--- src/rtl/npc_ifu_if.sv ---
// Handshake bundle between the fetch unit, instruction memory and the core.
// master = fetch unit side, slave = memory/core environment side.
interface npc_ifu_if;
  // Fetch redirect from the core
  logic        redirect_valid;
  logic [31:0] redirect_pc;
  // Instruction memory request channel (valid/ready)
  logic        imem_req_valid;
  logic        imem_req_ready;
  logic [31:0] imem_req_addr;
  // Instruction memory response channel (valid only)
  logic        imem_rsp_valid;
  logic [31:0] imem_rsp_data;
  logic        imem_rsp_err;
  // Instruction delivery toward the core (valid/ready)
  logic        inst_valid;
  logic        inst_ready;
  logic [31:0] inst;
  logic [31:0] inst_pc;
  logic        inst_fault;

  modport master (
    input  redirect_valid, redirect_pc,
    input  imem_req_ready, imem_rsp_valid, imem_rsp_data, imem_rsp_err,
    input  inst_ready,
    output imem_req_valid, imem_req_addr,
    output inst_valid, inst, inst_pc, inst_fault
  );

  modport slave (
    output redirect_valid, redirect_pc,
    output imem_req_ready, imem_rsp_valid, imem_rsp_data, imem_rsp_err,
    output inst_ready,
    input  imem_req_valid, imem_req_addr,
    input  inst_valid, inst, inst_pc, inst_fault
  );
endinterface

--- src/rtl/npc_ifu.sv ---
// Instruction fetch unit: owns the fetch PC, issues one word read at a time,
// queues returned words and hands {inst, pc, fault} to the core.
module npc_ifu #(
  parameter logic [31:0] RESET_PC    = 32'h8000_0000,
  parameter int          QUEUE_DEPTH = 2
) (
  input  logic       clk,
  input  logic       rst,
  npc_ifu_if.master  bus
);

  localparam int PTR_W = $clog2(QUEUE_DEPTH);
  localparam int CNT_W = PTR_W + 1;

  typedef enum logic [1:0] {IDLE, REQ, WAIT} state_t;

  state_t             state;
  logic [31:0]        fetch_pc;
  logic [31:0]        req_addr;
  logic               req_valid;
  logic               stale;
  logic               halted;
  logic [PTR_W-1:0]   wptr;
  logic [PTR_W-1:0]   rptr;
  logic [CNT_W-1:0]   count;

  logic [31:0]        q_inst  [QUEUE_DEPTH];
  logic [31:0]        q_pc    [QUEUE_DEPTH];
  logic               q_fault [QUEUE_DEPTH];

  logic               empty;
  logic               has_space;
  logic               deq;
  logic               rsp_enq;
  logic               mis_enq;
  logic               enq;
  logic [31:0]        enq_inst;
  logic [31:0]        enq_pc;
  logic               enq_fault;

  // Queue status, enqueue sources and head outputs; redirect suppresses both
  // enqueue and delivery in its cycle because the queue is being flushed.
  always_comb begin
    empty     = (count == '0);
    has_space = (count < CNT_W'(QUEUE_DEPTH));
    rsp_enq   = (state == WAIT) && bus.imem_rsp_valid && !stale && !bus.redirect_valid;
    mis_enq   = (state == IDLE) && !halted && has_space &&
                (fetch_pc[1:0] != 2'b00) && !bus.redirect_valid;
    enq       = rsp_enq || mis_enq;
    enq_inst  = '0;
    enq_pc    = fetch_pc;
    enq_fault = 1'b1;
    if (rsp_enq) begin
      enq_inst  = bus.imem_rsp_err ? 32'h0 : bus.imem_rsp_data;
      enq_pc    = req_addr;
      enq_fault = bus.imem_rsp_err;
    end
    bus.inst_valid     = !empty && !bus.redirect_valid;
    deq                = bus.inst_valid && bus.inst_ready;
    bus.inst           = empty ? 32'h0 : q_inst[rptr];
    bus.inst_pc        = empty ? 32'h0 : q_pc[rptr];
    bus.inst_fault     = empty ? 1'b0  : q_fault[rptr];
    bus.imem_req_valid = req_valid;
    bus.imem_req_addr  = req_addr;
  end

  // Fetch FSM, PC tracking and queue pointers; redirect overrides every other event.
  always_ff @(posedge clk or negedge rst) begin
    if (!rst) begin
      state     <= IDLE;
      fetch_pc  <= RESET_PC;
      req_addr  <= RESET_PC;
      req_valid <= 1'b0;
      stale     <= 1'b0;
      halted    <= 1'b0;
      wptr      <= '0;
      rptr      <= '0;
      count     <= '0;
    end else if (bus.redirect_valid) begin
      wptr     <= '0;
      rptr     <= '0;
      count    <= '0;
      halted   <= 1'b0;
      fetch_pc <= bus.redirect_pc;
      unique case (state)
        REQ: begin
          // The in-flight request must still complete; its data is discarded.
          stale <= 1'b1;
          if (bus.imem_req_ready) begin
            state     <= WAIT;
            req_valid <= 1'b0;
          end
        end
        WAIT: begin
          if (bus.imem_rsp_valid) begin
            state <= IDLE;
            stale <= 1'b0;
          end else begin
            stale <= 1'b1;
          end
        end
        default: ;
      endcase
    end else begin
      if (enq) wptr <= wptr + PTR_W'(1);
      if (deq) rptr <= rptr + PTR_W'(1);
      unique case ({enq, deq})
        2'b10:   count <= count + CNT_W'(1);
        2'b01:   count <= count - CNT_W'(1);
        default: ;
      endcase
      unique case (state)
        IDLE: begin
          if (!halted && has_space) begin
            if (fetch_pc[1:0] != 2'b00) begin
              halted <= 1'b1;
            end else begin
              state     <= REQ;
              req_addr  <= fetch_pc;
              req_valid <= 1'b1;
            end
          end
        end
        REQ: begin
          if (bus.imem_req_ready) begin
            state     <= WAIT;
            req_valid <= 1'b0;
            // A stale request keeps the redirect target as the next fetch PC.
            if (!stale) fetch_pc <= req_addr + 32'd4;
          end
        end
        WAIT: begin
          if (bus.imem_rsp_valid) begin
            state <= IDLE;
            if (stale)                  stale  <= 1'b0;
            else if (bus.imem_rsp_err)  halted <= 1'b1;
          end
        end
        default: state <= IDLE;
      endcase
    end
  end

  // Queue storage holds data only, so it carries no reset.
  always_ff @(posedge clk) begin
    if (enq) begin
      q_inst[wptr]  <= enq_inst;
      q_pc[wptr]    <= enq_pc;
      q_fault[wptr] <= enq_fault;
    end
  end

endmodule

--- src/flat_wrapper.sv ---
// flat-port wrapper written by rule: the top's interface ports become plain ports
module npc_ifu_flat 
#(
  parameter logic [31:0] RESET_PC    = 32'h8000_0000,
  parameter int          QUEUE_DEPTH = 2
)
  (clk, rst, bus_redirect_valid, bus_redirect_pc, bus_imem_req_ready, bus_imem_rsp_valid, bus_imem_rsp_data, bus_imem_rsp_err, bus_inst_ready, bus_imem_req_valid, bus_imem_req_addr, bus_inst_valid, bus_inst, bus_inst_pc, bus_inst_fault);
  npc_ifu_if bus_i ();
  input  logic clk;
  input  logic rst;
  input wire logic [$bits(bus_i.redirect_valid)-1:0] bus_redirect_valid;
  input wire logic [$bits(bus_i.redirect_pc)-1:0] bus_redirect_pc;
  input wire logic [$bits(bus_i.imem_req_ready)-1:0] bus_imem_req_ready;
  input wire logic [$bits(bus_i.imem_rsp_valid)-1:0] bus_imem_rsp_valid;
  input wire logic [$bits(bus_i.imem_rsp_data)-1:0] bus_imem_rsp_data;
  input wire logic [$bits(bus_i.imem_rsp_err)-1:0] bus_imem_rsp_err;
  input wire logic [$bits(bus_i.inst_ready)-1:0] bus_inst_ready;
  output wire logic [$bits(bus_i.imem_req_valid)-1:0] bus_imem_req_valid;
  output wire logic [$bits(bus_i.imem_req_addr)-1:0] bus_imem_req_addr;
  output wire logic [$bits(bus_i.inst_valid)-1:0] bus_inst_valid;
  output wire logic [$bits(bus_i.inst)-1:0] bus_inst;
  output wire logic [$bits(bus_i.inst_pc)-1:0] bus_inst_pc;
  output wire logic [$bits(bus_i.inst_fault)-1:0] bus_inst_fault;
  assign bus_i.redirect_valid = bus_redirect_valid;
  assign bus_i.redirect_pc = bus_redirect_pc;
  assign bus_i.imem_req_ready = bus_imem_req_ready;
  assign bus_i.imem_rsp_valid = bus_imem_rsp_valid;
  assign bus_i.imem_rsp_data = bus_imem_rsp_data;
  assign bus_i.imem_rsp_err = bus_imem_rsp_err;
  assign bus_i.inst_ready = bus_inst_ready;
  assign bus_imem_req_valid = bus_i.imem_req_valid;
  assign bus_imem_req_addr = bus_i.imem_req_addr;
  assign bus_inst_valid = bus_i.inst_valid;
  assign bus_inst = bus_i.inst;
  assign bus_inst_pc = bus_i.inst_pc;
  assign bus_inst_fault = bus_i.inst_fault;
  npc_ifu #(.RESET_PC(RESET_PC), .QUEUE_DEPTH(QUEUE_DEPTH)) u_core (.clk(clk), .rst(rst), .bus(bus_i));
endmodule
--- config.mk ---
export PLATFORM = sky130hd
export DESIGN_NAME = npc_ifu_flat
export DESIGN_NICKNAME = d
export VERILOG_FILES = /design/src/rtl/npc_ifu_if.sv /design/src/rtl/npc_ifu.sv /design/src/flat_wrapper.sv
export SDC_FILE = /design/constraint.sdc
export NUM_CORES = 1
export LEC_CHECK = 0
export BUFFER_PORTS_ARGS = -buffer_cell sky130_fd_sc_hd__buf_2
export CORE_MARGIN = 10
export CORE_UTILIZATION = 56
export CTS_CLUSTER_DIAMETER = 150
export DETAILED_ROUTE_END_ITERATION = 7
export HOLD_SLACK_MARGIN = 0.05
export PLACE_DENSITY = 0.8
export SLEW_MARGIN = 20
export SYNTH_ARGS = -nofsm -noshare
export SYNTH_HDL_FRONTEND = slang
export SYNTH_SLANG_ARGS = --single-unit
--- constraint.sdc ---
create_clock -name clk -period 5.9 [get_ports clk]
set_input_delay 0.295 -clock clk [delete_from_list [all_inputs] [get_ports clk]]
set_output_delay 0.295 -clock clk [all_outputs]
set_load 0.01 [all_outputs]
Yosys cells after proc, flatten, opt, wreduce, memory -nomap -nowiden
Memories as Yosys holds them, arrays and structs flattened.
Index checks and enable logic that the tools add are counted.
{"block": "totals", "in_bits": 71, "register_bits": 73, "output_inout_bits": 99, "mem_count": 3, "elab_cells": 111, "mem_bits_rw": 130}
{"block": "op_classes", "n_reduce_logical": 34, "bitwise": 2, "eq_ne": 13, "addsub": 5, "muxes": 44, "order_cmp": 1}
{"memory": "u_core.q_inst", "words": 2, "width": 32, "read_ports": 1, "rd_ports_with_merged_regs": 0, "wr": 1, "line_no": "npc_ifu.sv:27", "text": "logic [31:0] q_inst [QUEUE_DEPTH];"}
{"memory": "u_core.q_pc", "words": 2, "width": 32, "read_ports": 1, "rd_ports_with_merged_regs": 0, "wr": 1, "line_no": "npc_ifu.sv:28", "text": "logic [31:0] q_pc [QUEUE_DEPTH];"}
{"memory": "u_core.q_fault", "words": 2, "width": 1, "read_ports": 1, "rd_ports_with_merged_regs": 0, "wr": 1, "line_no": "npc_ifu.sv:29", "text": "logic q_fault [QUEUE_DEPTH];"}
{"op": "$mux 32", "n": 9}
{"op": "$add 32x3->32 const B", "n": 1}
{"op": "$mux 1", "n": 23}
{"op": "$ne 3x3->1 const B", "n": 6}
{"op": "$reduce_bool 2->1", "n": 9}
{"op": "$mux 2", "n": 6}
{"op": "$logic_and 1x1->1", "n": 10}
{"op": "$reduce_and 3->1", "n": 3}
{"op": "$pmux 2 s2", "n": 2}
{"op": "$reduce_and 4->1", "n": 2}
{"op": "$pmux 1 s2", "n": 3}
{"op": "$pmux 2 s3", "n": 1}
{"op": "$reduce_and 6->1", "n": 1}
{"op": "$reduce_bool 3->1", "n": 2}
{"op": "$eq 2x1->1 const B", "n": 2}
{"op": "$eq 2x2->1 const B", "n": 2}
{"op": "$logic_not 1->1", "n": 4}
{"op": "$logic_not 2->1", "n": 2}
{"op": "$ne 3x1->1 const B", "n": 1}
{"op": "$add 1x1->1 const B", "n": 2}
{"op": "$add 2x1->2 const B", "n": 1}
{"op": "$lt 2x2->1 const B", "n": 1}
{"op": "$ne 2x1->1 const B", "n": 1}
{"op": "$ne 2x2->1 const B", "n": 1}
{"op": "3 further kinds", "n": 4}

Logic depth before layout (Yosys ltp)
Gate-level depths: netlist (run 1).
{"block": "logic_depth", "depth_word": 9, "mapped_depth": 8, "ltp_nobuf": 7}

Worst setup path before layout (run 1)
OpenSTA, ideal clock, no wires.
{"block": "synth_path", "path_kind": "flip-flop to flip-flop", "start": "register u_core.state[0]", "end": "memory u_core.q_fault[1], enable pin", "setup_time_ns": 0.497, "path_buffers": 1, "t_required_ns": 5.403, "t_arrival_ns": 4.125, "slack_ns": 1.278, "path_stages_with_launch": 7, "period_less_slack_ns": 4.622, "cell_sequence": "dfrtp_1 > inv_1 > ha_1 > and4bb_2 > buf_2 > a21oi_2 > nor2b_1"}
{"block": "synth_via", "elab_chain_len": 8, "elab_cells_between_ends": 12, "classes_between": "eq/ne (1); mux (2); reduce/logical (9)"}
{"item": "start: declaration", "line_no": "npc_ifu.sv:17", "text": "state_t state;"}
{"item": "start signal: assignment", "line_no": "npc_ifu.sv:70", "text": "state <= IDLE;"}
{"item": "start signal: assignment", "line_no": "npc_ifu.sv:90", "text": "state <= WAIT;"}
{"item": "start signal: assignment", "line_no": "npc_ifu.sv:96", "text": "state <= IDLE;"}
{"item": "$logic_not 2->1", "line_no": "npc_ifu.sv:47", "text": "mis_enq = (state == IDLE) && !halted && has_space &&"}
{"item": "$logic_and 1x1->1 (3 in a row)", "line_no": "npc_ifu.sv:47"}
{"item": "$logic_and 1x1->1", "line_no": "npc_ifu.sv:48", "text": "(fetch_pc[1:0] != 2'b00) && !bus.redirect_valid;"}
{"item": "$logic_or 1x1->1 *", "line_no": "npc_ifu.sv:49", "text": "enq = rsp_enq || mis_enq;"}
{"item": "$mux 1 *", "line_no": "npc_ifu.sv:146", "text": "if (enq) begin"}
{"item": "$mux 1 (not written as such) *", "line_no": "npc_ifu.sv:149", "text": "q_fault[wptr] <= enq_fault;"}
{"item": "end: declaration", "line_no": "npc_ifu.sv:29"}
Every way passes the cells marked *; elsewhere a longest branch is shown, timed or not.

Final worst setup path (run 1)
{"block": "layout_path", "start": "register u_core.state[0]", "end": "memory u_core.q_inst[0][12], enable pin"}
{"block": "layout_via", "elab_chain_len": 8, "elab_cells_between_ends": 12, "classes_between": "eq/ne (1); mux (2); reduce/logical (9)"}
{"item": "$logic_not 2->1", "line_no": "npc_ifu.sv:47"}
{"item": "$logic_and 1x1->1 (3 in a row)", "line_no": "npc_ifu.sv:47"}
{"item": "$logic_and 1x1->1", "line_no": "npc_ifu.sv:48"}
{"item": "$logic_or 1x1->1 *", "line_no": "npc_ifu.sv:49"}
{"item": "$mux 1 *", "line_no": "npc_ifu.sv:146"}
{"item": "$mux 1 (not written as such) *", "line_no": "npc_ifu.sv:147", "text": "q_inst[wptr] <= enq_inst;"}
{"item": "end: declaration", "line_no": "npc_ifu.sv:27"}
Marks and branches as above.

==> reports/results.md, run 1 <==
| Stage | Quantity | This run |
| --- | --- | --- |
| outcome | Status | completed |
| grt | Number of global-route vias before repair | 6,233 |
| worst setup path | Reg-to-reg slack, setup | 2520 ps |
| place | Placed Cells | 1,077 |
| detailed routing | Overall via count from detail_route | 6,255 |
| grt | Busiest grt layer | met2 |
| die | Area of the die | 22,130 um2 |
| worst setup path | Dominant cell type by count on the critical path | buf_4 |
| synthesis | Number of register bits inferred by synthesis | 203 |
| worst setup path | CP top delay family | simple AND/OR/NAND/NOR gates |
| clocking | # Post-CTS Setup Buffers | 0 |
| detailed routing | Detail-routed net length per standard cell | 18.34 um |
| cells and area | Share of layout cells above drive strength 1 | 0.2817 |
| cells and area | Area used by multi-input combinational logic | 3341 um2 |
| cells and area | Final core utilization | 0.6846 |
| worst setup path | Required time of the worst setup path | 6030 ps |
| die | Initial core utilization | 0.5658 |
| detailed routing | DRC viols | 0 |
| place | Count of buffers inserted at the top-level ports | 169 |
| worst setup path | CP arrival | 3520 ps |
| timing | Total Negative Setup Slacks | 0 ps |
| clocking | Maximum clock insertion buffer count | 3 |
| die | Die outline width | 148.8 um |
| clocking | Clock transition at path regs | 60 ps |
| synthesis | Post-Synthesis Net Count | 801 |
| cells and area | Layout overhead on the synthesized area | 21.00% |
| worst setup path | Crit path buffers/inverters | 3 |
| pwr | PnR Total Power | 4.247 mW |
| cells and area | Area of all placed cells without fillers | 11,230 um2 |
| cells and area | Number of antenna cells inserted | 0 |
| pwr | Maximum vdd ir drop | 0.2590 mV |
| job | Max cap viols | 0 |
| pwr | Power density normalized to cell area | 378.1 nW/um2 |
| timing | Pins over their slew limit | 0 |
| die | Number of top-level pins | 170 |
| timing | Final hold violation count | 0 |
| timing | Min cycle time layout | 3385 ps |
| synthesis | Sequential-to-total area share from yosys stat | 0.6176 |
| worst setup path | Peak fanout along the critical path | 36 |
| synthesis | Synth Flop Type | edfxtp_1 |
| timing | Worst slew margin | 0.2984 |
| timing | Maximum operating frequency | 0.2955 GHz |
| clocking | Total clock buffers created by CTS | 21 |
| detailed routing | Detail-routed via count per cell | 5.472 |
| grt | Global routing usage on met1 | 0.2518 |
| grt | Total GRT Usage | 0.1852 |
| worst setup path | Crit path largest cell delay | 830 ps |
| grt | Maximum number of pins on one net before global-route repair | 83 |
| detailed routing | Antenna Violating Nets Remaining | 0 |
| pwr | Static leakage | 4.579 nW |
| synthesis | Netlist area before placement | 9283 um2 |
| timing | Final setup skew | 15.59 ps |
| cells and area | Sequential standard cell area | 5737 um2 |
| worst setup path | Cells along the critical path | inv_1 > ha_1 > and4bb_2 > buf_4 > a21oi_2 > nor2_4 > buf_4 |
| synthesis | Synth warnings | 0 |
| synthesis | Per-instance average area after synthesis | 12.80 um2 |
| worst setup path | Critical Path Sink Type | flop |
| place | Post-DP Area | 10,280 um2 |
| place | HPWL Detailed | 13,790 um |
| synthesis | Count of mapped cells out of synthesis | 725 |
| cells and area | Fillcell total | 1,179 |
| clocking | Clock latency of the later-clocked register in the worst-skew pair | 490 ps |
| timing | Final setup violation count | 0 |
| detailed routing | Iter 0 DRT Violations | 485 |
| grt | Met3 capacity usage during global routing | 0.04157 |
| grt | First-pass GRT wire length | 33,310 um |
| clocking | Sinks on the clock net | 203 |
| cells and area | Final layout net count | 985 |
| die | Rows | 47 |
| worst setup path | Startpoint Class | flop |
| die | Die height | 148.8 um |
| cells and area | Final non-filler cell total | 1,143 |
| clocking | Maximum level of the CTS H-tree | 1 |
| worst setup path | Worst reg2reg startpoint | u_core.state[0] |
| worst setup path | Endpoint of the worst register-to-register path | u_core.q_inst[0][12] |
| detailed routing | Iteration count of the initial detailed-routing pass | 5 |
| grt | Met2 usage | 0.2931 |
| synthesis | Number of enable-type register cells in the synthesized netlist | 130 |
| worst setup path | Path type of the worst setup path | flop to flop |
| worst setup path | Crit path max-delay cell type | nor2_4 |
| grt | Global-route congestion overflow total | 0 |
| clocking | TritonCTS clock tree | done |
| clocking | Clock root buffer | clkbuf_16 |
| timing | Part of the cycle the worst path needs | 0.5737 |
| min path | Worst min-delay path class | primary input to async pin |
| die | Core box area | 16,410 um2 |
| grt | Antenna violations before repair | 0 |
| detailed routing | Total wirelength of the detailed-routed design | 20,960 um |
| timing | Unrepaired setup endpoints after global routing | no |
| place | Last weighted congestion value of the routability-driven placer | 0.8642 |
| synthesis | Distinct cells, synth | 52 |
| worst setup path | Reg2Reg Depth | 7 |
| synthesis | Fraction of registers with async set/reset | 0.3596 |
| timing | Slew at the pin closest to its max-slew limit | 1050 ps |
## sequential cells by signal (all words and copies together), names as in the netlist
register                   count
u_core.q_inst                 64
u_core.q_pc                   64
u_core.bus.imem_req_addr      32
u_core.fetch_pc               32
u_core.count                   2
u_core.q_fault                 2
u_core.state                   2
u_core.bus.imem_req_valid      1
u_core.halted                  1
u_core.rptr                    1
u_core.stale                   1
u_core.wptr                    1
## metal layers
| layer | vias up | routed length [um] |
|---|---|---|
| met5 | - | 0 |
| met4 | 0 | 501 |
| met3 | 39 | 1611 |
| met2 | 232 | 9631 |
| met1 | 3000 | 9216 |
| li1 | 2984 | - |
## kinds of logic after synthesis
kind of cell / count (synthesis) / share of synthesized area
flops: 203 / 0.6176
xor+xnor: 29 / 0.02736
buf+inv: 51 / 0.02494
simple gates: 241 / 0.1279
fa+ha+maj: 5 / 0.006739
compound gates: 65 / 0.04583
mux: 131 / 0.1496
## area by class of cell
cell class | instances | area share
Sequential cell | 203 | 0.5108
Multi-Input combinational cell | 471 | 0.2974
Timing Repair Buffer | 205 | 0.1089
Clock buffer | 28 | 0.05002
Tap cell | 220 | 0.02451
Clock inverter | 9 | 0.006015
Inverter | 7 | 0.002339
## layout by cell type, fill, tap and decap left out, types with 12 or more instances in the layout
cell and instances:
o21ai_0 18, clkbuf_16 21, mux2i_1 69, nand2_1 53, xor2_1 21, edfxtp_1 130, dfrtp_1 70, and2_1 35
nor2_1 89, buf_2 169, mux2_1 27, a21oi_1 17, o221ai_1 15, nand3_1 12, mux2_2 35, dlygate4sd3_1 27
## synth_stat cells, types with 2 or more instances
library cell,count,area (um2)
edfxtp_1,130,3904
nor2_1,91,341.6
dfrtp_1,71,1777
mux2i_1,69,690.7
nand2_1,53,198.9
and2_1,35,219.0
mux2_2,35,394.1
mux2_1,27,304.0
clkbuf_1,21,78.83
xor2_1,21,183.9
o21ai_0,18,90.09
a21oi_1,17,85.08
o221ai_1,15,131.4
buf_2,13,65.06
nand3_1,12,60.06
nand4_1,10,62.56
and3_1,8,50.05
xnor2_1,8,70.07
inv_1,7,26.28
buf_1,6,22.52
nor2b_1,6,37.54
o31ai_1,6,45.04
ha_1,5,62.56
nor3_1,4,20.02
nor3b_1,4,30.03
a31oi_1,2,12.51
dfstp_2,2,52.55
nand2_2,2,12.51
nand2b_1,2,12.51
o22ai_1,2,12.51
or2_2,2,12.51
## stage by stage
stage,worst slack (ps),hold slack [ps]
after floorplan,1278,-0.5911
after global placement,2424,486.0
after detailed placement,2375,493.7
after CTS,2442,52.66
after global routing,2269,67.20
final,2515,6.910
## worst register-to-register path, stage by stage, from the launching register on
cell      delay (ps)
dfrtp_1          430
inv_1            120
ha_1             280
and4bb_2         250
buf_4            410
a21oi_2          170
nor2_4           830
buf_4            520
## report_power, final
part	switching [mW]	internal (mW)	leakage, nW
logic	0.555	0.438	2.14
clock network	0.503	0.711	0.314
registers	0.248	1.79	2.13
## what timing repair did
action	4_1_cts	5_1_grt
hold buffers	27	0
hold endpoints to repair	27	0
gates resized for setup	0	0
## worst max-delay path by stage
stage | startpoint | to | slack (ps) | cells past startpoint
after floorplan | u_core.state[0] | u_core.q_fault[1] | 1280 | 6
after global placement | bus_redirect_valid | u_core.q_inst[1][4] | 2420 | 7
after detailed placement | bus_redirect_valid | u_core.q_inst[1][4] | 2380 | 7
after CTS | u_core.state[0] | u_core.q_inst[1][13] | 2440 | 7
after global routing | u_core.state[0] | u_core.q_inst[0][19] | 2270 | 7
final | u_core.state[0] | u_core.q_inst[0][12] | 2520 | 7
(Power assumes the default switching activity.)
==> run 2, diff against run 1 <==
==> constraint.sdc (replaced) <==
create_clock -name clk -period 3.4 [get_ports clk]
set_input_delay 0.17 -clock clk [delete_from_list [all_inputs] [get_ports clk]]
set_output_delay 0.17 -clock clk [all_outputs]
set_load 0.01 [all_outputs]
==> run 2 against run 1 <==
Against the previous run:
- sequential share of layout area shrank 2.2 points
- design area grew 4.5%
- clock skew shrank 0.93 ps
- sequential power grew 75%
- register-to-register slack lost 1600 ps
- first-iteration DRC count grew 4.3%
- hold slack gained 160 ps
- clock-buffer cell count shrank 4
- global-route usage grew 1.1 points
- critical path depth shrank 1
- critical path type unchanged
- largest cell class unchanged
==> reports/results.md, run 2 (synthesis gave the netlist of run 1 again) <==
| Stage | Quantity | This run | Delta |
| --- | --- | --- | --- |
| outcome | Status | completed | unchanged |
| place | Count of buffers inserted at the top-level ports | 169 | unchanged |
| grt | First-pass GRT wire length | 34,870 um | was 33,310 um |
| clocking | Maximum clock insertion buffer count | 3 | unchanged |
| clocking | Clock latency of the later-clocked register in the worst-skew pair | 500 ps | was 490 ps |
| clocking | TritonCTS clock tree | done | unchanged |
| place | HPWL Detailed | 14,020 um | was 13,790 um |
| pwr | Static leakage | 4.789 nW | was 4.579 nW |
| pwr | Maximum vdd ir drop | 0.3731 mV | was 0.2590 mV |
| grt | Number of global-route vias before repair | 6,507 | was 6,233 |
| cells and area | Most frequent cells in the layout | buf_2, edfxtp_1, nor2_1, dfrtp_1 | was buf_2, edfxtp_1, nor2_1, dfrtp_1, mux2i_1 |
| worst setup path | CP arrival | 2640 ps | was 3520 ps |
| detailed routing | Antenna Violating Nets Remaining | 0 | unchanged |
| detailed routing | Iter 0 DRT Violations | 506 | was 485 |
| cells and area | Final layout net count | 1,028 | was 985 |
| die | Die outline width | 148.8 um | unchanged |
| clocking | Maximum level of the CTS H-tree | 1 | unchanged |
| clocking | Sinks on the clock net | 203 | unchanged |
| detailed routing | Detail-routed net length per standard cell | 18.62 um | was 18.34 um |
| cells and area | Sequential standard cell area | 5737 um2 | unchanged |
| worst setup path | Startpoint Class | flop | unchanged |
| pwr | Power density normalized to cell area | 654.3 nW/um2 | was 378.1 nW/um2 |
| worst setup path | Crit path largest cell delay | 440 ps | was 830 ps |
| die | Area of the die | 22,130 um2 | unchanged |
| worst setup path | Critical Path Sink Type | flop | unchanged |
| die | Core box area | 16,410 um2 | unchanged |
| job | Max cap viols | 0 | unchanged |
| timing | Maximum operating frequency | 0.4055 GHz | was 0.2955 GHz |
| grt | Maximum number of pins on one net before global-route repair | 74 | was 83 |
| timing | Part of the cycle the worst path needs | 0.7253 | was 0.5737 |
| cells and area | Final core utilization | 0.7152 | was 0.6846 |
| cells and area | Registers with the most flip-flops | u_core.q_inst (64), u_core.q_pc (64) | unchanged |
| timing | Worst Hold Slack | 168.7 ps | was 6.910 ps |
| grt | Total GRT Usage | 0.1957 | was 0.1852 |
| min path | Worst min-delay path class | primary input to flop | was primary input to async pin |
| clocking | Clock transition at path regs | 60 ps | about the same |
| timing | Slew at the pin closest to its max-slew limit | 1009 ps | was 1050 ps |
| worst setup path | Path type of the worst setup path | flop to flop | unchanged |
| timing | Final hold violation count | 0 | unchanged |
| grt | Global-route congestion overflow total | 0 | unchanged |
| die | Rows | 47 | unchanged |
| timing | Total Negative Setup Slacks | 0 ps | unchanged |
| detailed routing | Detail-routed via count per cell | 5.418 | was 5.472 |
| die | Initial core utilization | 0.5658 | unchanged |
| detailed routing | Total wirelength of the detailed-routed design | 22,090 um | was 20,960 um |
| clocking | Clock root buffer | clkbuf_16 | unchanged |
| worst setup path | CP top delay family | simple AND/OR/NAND/NOR gates | unchanged |
| clocking | Total clock buffers created by CTS | 21 | unchanged |
| detailed routing | Met1 layer wirelength in the final routing | 9377 um | was 9216 um |
| cells and area | Number of antenna cells inserted | 0 | unchanged |
| timing | Final setup skew | 14.66 ps | was 15.59 ps |
| cells and area | Leading cell type in the layout, fill and taps excluded | buf_2 | unchanged |
| timing | Pins over their slew limit | 0 | unchanged |
| die | Die height | 148.8 um | unchanged |
| worst setup path | Cells along the critical path | inv_1 > ha_1 > nor4b_4 > a21oi_2 > nor2_4 > buf_12 | was inv_1 > ha_1 > and4bb_2 > buf_4 > a21oi_2 > nor2_4 > buf_4 |
| cells and area | Fillcell total | 1,108 | was 1,179 |
| place | Last weighted congestion value of the routability-driven placer | 0.8284 | was 0.8642 |
| timing | Worst slew margin | 0.3237 | was 0.2984 |
| cells and area | Area used by multi-input combinational logic | 3341 um2 | unchanged |
| worst setup path | Crit path buffers/inverters | 2 | was 3 |
| detailed routing | Length of routed met2 wiring | 10,490 um | was 9631 um |
| worst setup path | Crit path max-delay cell type | dfrtp_1 | was nor2_4 |
| timing | Unrepaired setup endpoints after global routing | no | unchanged |
| die | Number of top-level pins | 170 | unchanged |
| cells and area | Share of layout cells above drive strength 1 | 0.2754 | was 0.2817 |
| place | Placed Cells | 1,080 | was 1,077 |
| detailed routing | Met3 Wirelength | 1831 um | was 1611 um |
| detailed routing | Iteration count of the initial detailed-routing pass | 4 | was 5 |
| worst setup path | Peak fanout along the critical path | 50 | was 36 |
| detailed routing | DRC viols | 0 | unchanged |
| timing | Min cycle time layout | 2466 ps | was 3385 ps |
| clocking | # Post-CTS Setup Buffers | 0 | unchanged |
| cells and area | Layout overhead on the synthesized area | 26.41% | was 21.00% |
| detailed routing | Overall via count from detail_route | 6,426 | was 6,255 |
| detailed routing | Highest metal layer with signal wires | met4 | unchanged |
| cells and area | Final non-filler cell total | 1,186 | was 1,143 |
| grt | Antenna violations before repair | 0 | unchanged |
| worst setup path | Required time of the worst setup path | 3570 ps | was 6030 ps |
| timing | Final setup violation count | 0 | unchanged |
-- run 2: changes by cell type in the layout (fill, tap and decap cells not counted), sizes merged, moves of 2 or more --
cell	change
bufinv	+2
dlygate4sd3	+42
clkbuf	-4
clkinvlp	+2
-- run 2: final timing paths --
check	slack [ps]	cells after the start	end	start
max	930	6	u_core.q_inst[0][7]	u_core.state[0]
max reg2reg	930	6	u_core.q_inst[0][7]	u_core.state[0]
min in group asynchronous	430	3	u_core.fetch_pc[3]	rst
min reg2reg	510	1	u_core.bus.imem_req_addr[18]	u_core.fetch_pc[18]
min	170	5	u_core.halted	bus_imem_rsp_err
max in group asynchronous	2270	3	u_core.rptr	rst
-- run 2: area by class of cell --
class	instances	share of cell area
clock buffer	24	0.04841
clock inverter	13	0.01280
inverter	7	0.002239
multi-input combinational	471	0.2847
sequential	203	0.4889
tap	220	0.02346
timing repair buffer	248	0.1395
-- run 2: tightest hold or removal path, stage by stage --
cell	delay, ps
buf_2	130
nand4b_1	90
o21ai_0	80
a21oi_1	80
nor2_1	80
-- run 2: where the power goes --
group | switching (mW) | internal, mW
Sequential | 0.462 | 3.11
Clock | 0.926 | 1.43
Combinational | 0.959 | 0.794
Total | 2.35 | 5.33
-- run 2: stage by stage --
stage	total power [mW]	area, um2	setup slack (ps)
final	7.678	11730	934.1
after global routing	8.051	11730	754.1
after CTS	7.722	11730	925.0
after detailed placement	5.285	10320	958.7
after global placement	5.219	10320	1041
after floorplan	4.580	9288	43.51
-- run 2: repair_timing --
item | in CTS | in global routing
hold buffers | 69 | 0
hold endpoints to repair | 173 | 0
gates resized for setup | 0 | 0
-- run 2: metal layers --
metal / up-vias / global-route usage
met5: - / 0
met1: 3098 / 0.2560
li1: 3063 / -
met4: 0 / 0.05299
met3: 32 / 0.05218
met2: 233 / 0.3168
==> run 3, diff against run 2 <==
==> constraint.sdc (replaced) <==
create_clock -name clk -period 2.4 [get_ports clk]
set_input_delay 0.12 -clock clk [delete_from_list [all_inputs] [get_ports clk]]
set_output_delay 0.12 -clock clk [all_outputs]
set_load 0.01 [all_outputs]
==> run 3 against run 2 <==
Against the previous run:
- design area grew 0.92%
- largest cell class unchanged
- clock-buffer cell count grew 4
- highest routed layer unchanged
- clock skew shrank 4.7 ps
- critical endpoint is now bus_inst_pc[22]
- critical path depth shrank 2
==> reports/results.md, run 3 (synthesis gave the netlist of run 1 again) <==
| Stage | Quantity | This run | Delta |
| --- | --- | --- | --- |
| clocking | TritonCTS clock tree | done | unchanged |
| cells and area | Layout overhead on the synthesized area | 27.56% | was 26.41% |
| die | Rows | 47 | unchanged |
| detailed routing | Detail-routed net length per standard cell | 19.44 um | was 18.62 um |
| grt | Total GRT Usage | 0.2060 | was 0.1957 |
| place | HPWL Detailed | 14,840 um | was 14,020 um |
| clocking | Total clock buffers created by CTS | 21 | unchanged |
| clocking | # Post-CTS Setup Buffers | 0 | unchanged |
| grt | Antenna violations before repair | 1 | was 0 |
| worst setup path | Required time of the worst setup path | 2280 ps | was 3570 ps |
| job | Max cap viols | 0 | unchanged |
| clocking | Hold buffer count at CTS | 68 | was 69 |
| cells and area | Final layout net count | 1,038 | was 1,028 |
| die | Area of the die | 22,130 um2 | unchanged |
| grt | Number of global-route vias before repair | 6,808 | was 6,507 |
| detailed routing | Iter 0 DRT Violations | 507 | was 506 |
| cells and area | Leading cell type in the layout, fill and taps excluded | buf_2 | unchanged |
| die | Number of top-level pins | 170 | unchanged |
| min path | Startpoint of the worst hold path | bus_imem_rsp_err | unchanged |
| pwr | Static leakage | 4.827 nW | was 4.789 nW |
| timing | Unrepaired setup endpoints after global routing | no | unchanged |
| timing | Slew at the pin closest to its max-slew limit | 539.5 ps | was 1009 ps |
| grt | Maximum number of pins on one net before global-route repair | 74 | unchanged |
| clocking | Maximum clock insertion buffer count | 3 | unchanged |
| clocking | Clock latency of the later-clocked register in the worst-skew pair | 490 ps | was 500 ps |
| pwr | Power density normalized to cell area | 921.0 nW/um2 | was 654.3 nW/um2 |
| timing | Part of the cycle the worst path needs | 0.9267 |  |
| timing | Min cycle time layout | 2224 ps |  |
| cells and area | Fillcell total | 1,084 | was 1,108 |
| clocking | Maximum level of the CTS H-tree | 1 | unchanged |
| min path | Worst hold endpoint | u_core.halted | unchanged |
| timing | Pins over their slew limit | 0 | unchanged |
| detailed routing | DRC viols | 0 | unchanged |
| detailed routing | Detail-routed via count per cell | 5.558 | was 5.418 |
| clocking | Sinks on the clock net | 203 | unchanged |
| outcome | Status | completed | unchanged |
| cells and area | Most frequent cells in the layout | buf_2, edfxtp_1, nor2_1, mux2i_1, dfrtp_1 | was buf_2, edfxtp_1, nor2_1, dfrtp_1 |
| detailed routing | Total wirelength of the detailed-routed design | 23,290 um | was 22,090 um |
| place | Post-DP Area | 10,490 um2 | was 10,320 um2 |
| cells and area | Registers with the most flip-flops | u_core.q_inst (64), u_core.q_pc (64) | unchanged |
| pwr | Maximum vdd ir drop | 0.5670 mV | was 0.3731 mV |
| worst setup path | Crit path largest cell delay | 720 ps | was 440 ps |
| timing | Worst slew margin | 0.6403 | was 0.3237 |
| die | Die outline width | 148.8 um | unchanged |
| worst setup path | Path type of the worst setup path | flop to primary output | was flop to flop |
| worst setup path | Reg-to-reg slack, setup | 300 ps | was 930 ps |
| timing | Final setup skew | 9.961 ps | was 14.66 ps |
| worst setup path | Peak fanout along the critical path | 25 | was 50 |
| clocking | Post_cts resized | 0 | unchanged |
| worst setup path | Critical Path Sink Type | primary output | was flop |
| cells and area | Area of all placed cells without fillers | 11,840 um2 | was 11,730 um2 |
| detailed routing | Overall via count from detail_route | 6,658 | was 6,426 |
| worst setup path | Crit path max-delay cell type | dfrtp_4 | was dfrtp_1 |
| detailed routing | Iteration count of the initial detailed-routing pass | 5 | was 4 |
| timing | Final hold violation count | 0 | unchanged |
| die | Core box area | 16,410 um2 | unchanged |
| worst setup path | CP arrival | 2100 ps | was 2640 ps |
| min path | WHS Path Cells | 5 | unchanged |
| clocking | Clock transition at path regs | 60 ps | about the same |
| die | Die height | 148.8 um | unchanged |
| min path | Worst min-delay path class | primary input to flop | unchanged |
| die | Initial core utilization | 0.5658 | unchanged |
| place | Last weighted congestion value of the routability-driven placer | 0.8287 | was 0.8284 |
| clocking | Clock root buffer | clkbuf_16 | unchanged |
| grt | Global-route congestion overflow total | 0 | unchanged |
| worst setup path | Worst reg2reg startpoint | u_core.state[0] | unchanged |
| grt | First-pass GRT wire length | 37,000 um | was 34,870 um |
| worst setup path | Reg2Reg Depth | 6 | unchanged |
| worst setup path | Endpoint of the worst register-to-register path | u_core.q_inst[0][14] | was u_core.q_inst[0][7] |
| timing | Final setup violation count | 0 | unchanged |
| worst setup path | Cells along the critical path | buf_4 > mux2i_1 > nor2_1 > buf_2 | was inv_1 > ha_1 > nor4b_4 > a21oi_2 > nor2_4 > buf_12 |
| timing | Maximum operating frequency | 0.4496 GHz |  |
| detailed routing | Antenna Violating Nets Remaining | 0 | unchanged |
| cells and area | Share of layout cells above drive strength 1 | 0.2825 | was 0.2754 |
| pwr | PnR Total Power | 10.91 mW | was 7.678 mW |
| worst setup path | Startpoint Class | flop | unchanged |
| place | Count of buffers inserted at the top-level ports | 169 | unchanged |
## run 3: cell types whose count changed in the layout (fill, tap and decap cells not counted), moves of 2 or more
cell,change
ha_4,+2
clkinv_2,-3
inv_2,+2
inv_1,-2
buf_12,+4
clkbuf_1,+5
clkinv_1,+2
buf_4,+7
ha_1,-2
## run 3: area by class of cell
cell class / count / area [um2] / area share
multi-input combinational: 471 / 3373 / 0.2849
inverter: 7 / 26.28 / 0.002219
timing repair buffer: 258 / 1759 / 0.1486
sequential: 203 / 5738 / 0.4846
clock inverter: 10 / 105.1 / 0.008876
clock buffer: 28 / 561.8 / 0.04744
tap: 220 / 275.3 / 0.02325
antenna: 1 / 2.502 / 0.0002113
## run 3: worst max-delay path, delay by kind of cell (launching register included)
kind,cells,cell delay (ps)
buf+inv,2,560
flops,1,720
mux,1,270
simple gates,1,50
## run 3: metal layers
metal / share of wire / GRT usage
met1: 0.43 / 0.2797
met2: 0.49 / 0.3369
met3: 0.071 / 0.03914
met4: 0.015 / 0.04809
met5: 0 / 0
## run 3: per-stage QoR
step                setup WS [ps]  hold WS (ps)  std cells  TNS [ps]    util
floorplan                  -146.6        -175.6        725    -16720       -
global placement            390.8         178.2       1091         0  0.6394
detailed placement          348.7         176.3       1091         0  0.6394
CTS                         137.0         103.6       1197         0  0.7216
global route                71.21         178.7       1198         0  0.7217
finish                      176.0         123.3       1198         0  0.7217
## run 3: worst max-delay path by stage
stage                    start                   end  cells past startpoint
2_1_floorplan  u_core.state[0]     u_core.q_fault[1]                      5
3_3_place_gp   u_core.state[0]  u_core.q_inst[0][28]                      6
3_5_place_dp   u_core.state[0]  u_core.q_inst[0][27]                      6
4_1_cts            u_core.rptr       bus_inst_pc[20]                      4
5_1_grt            u_core.rptr       bus_inst_pc[22]                      4
6_report           u_core.rptr       bus_inst_pc[22]                      4
## run 3: report_power, final
group	switching (mW)	leakage (nW)	internal, mW
combinational	1.45	2.38	1.22
sequential	0.668	2.13	4.40
clock	1.29	0.321	1.87
total	3.42	4.83	7.49
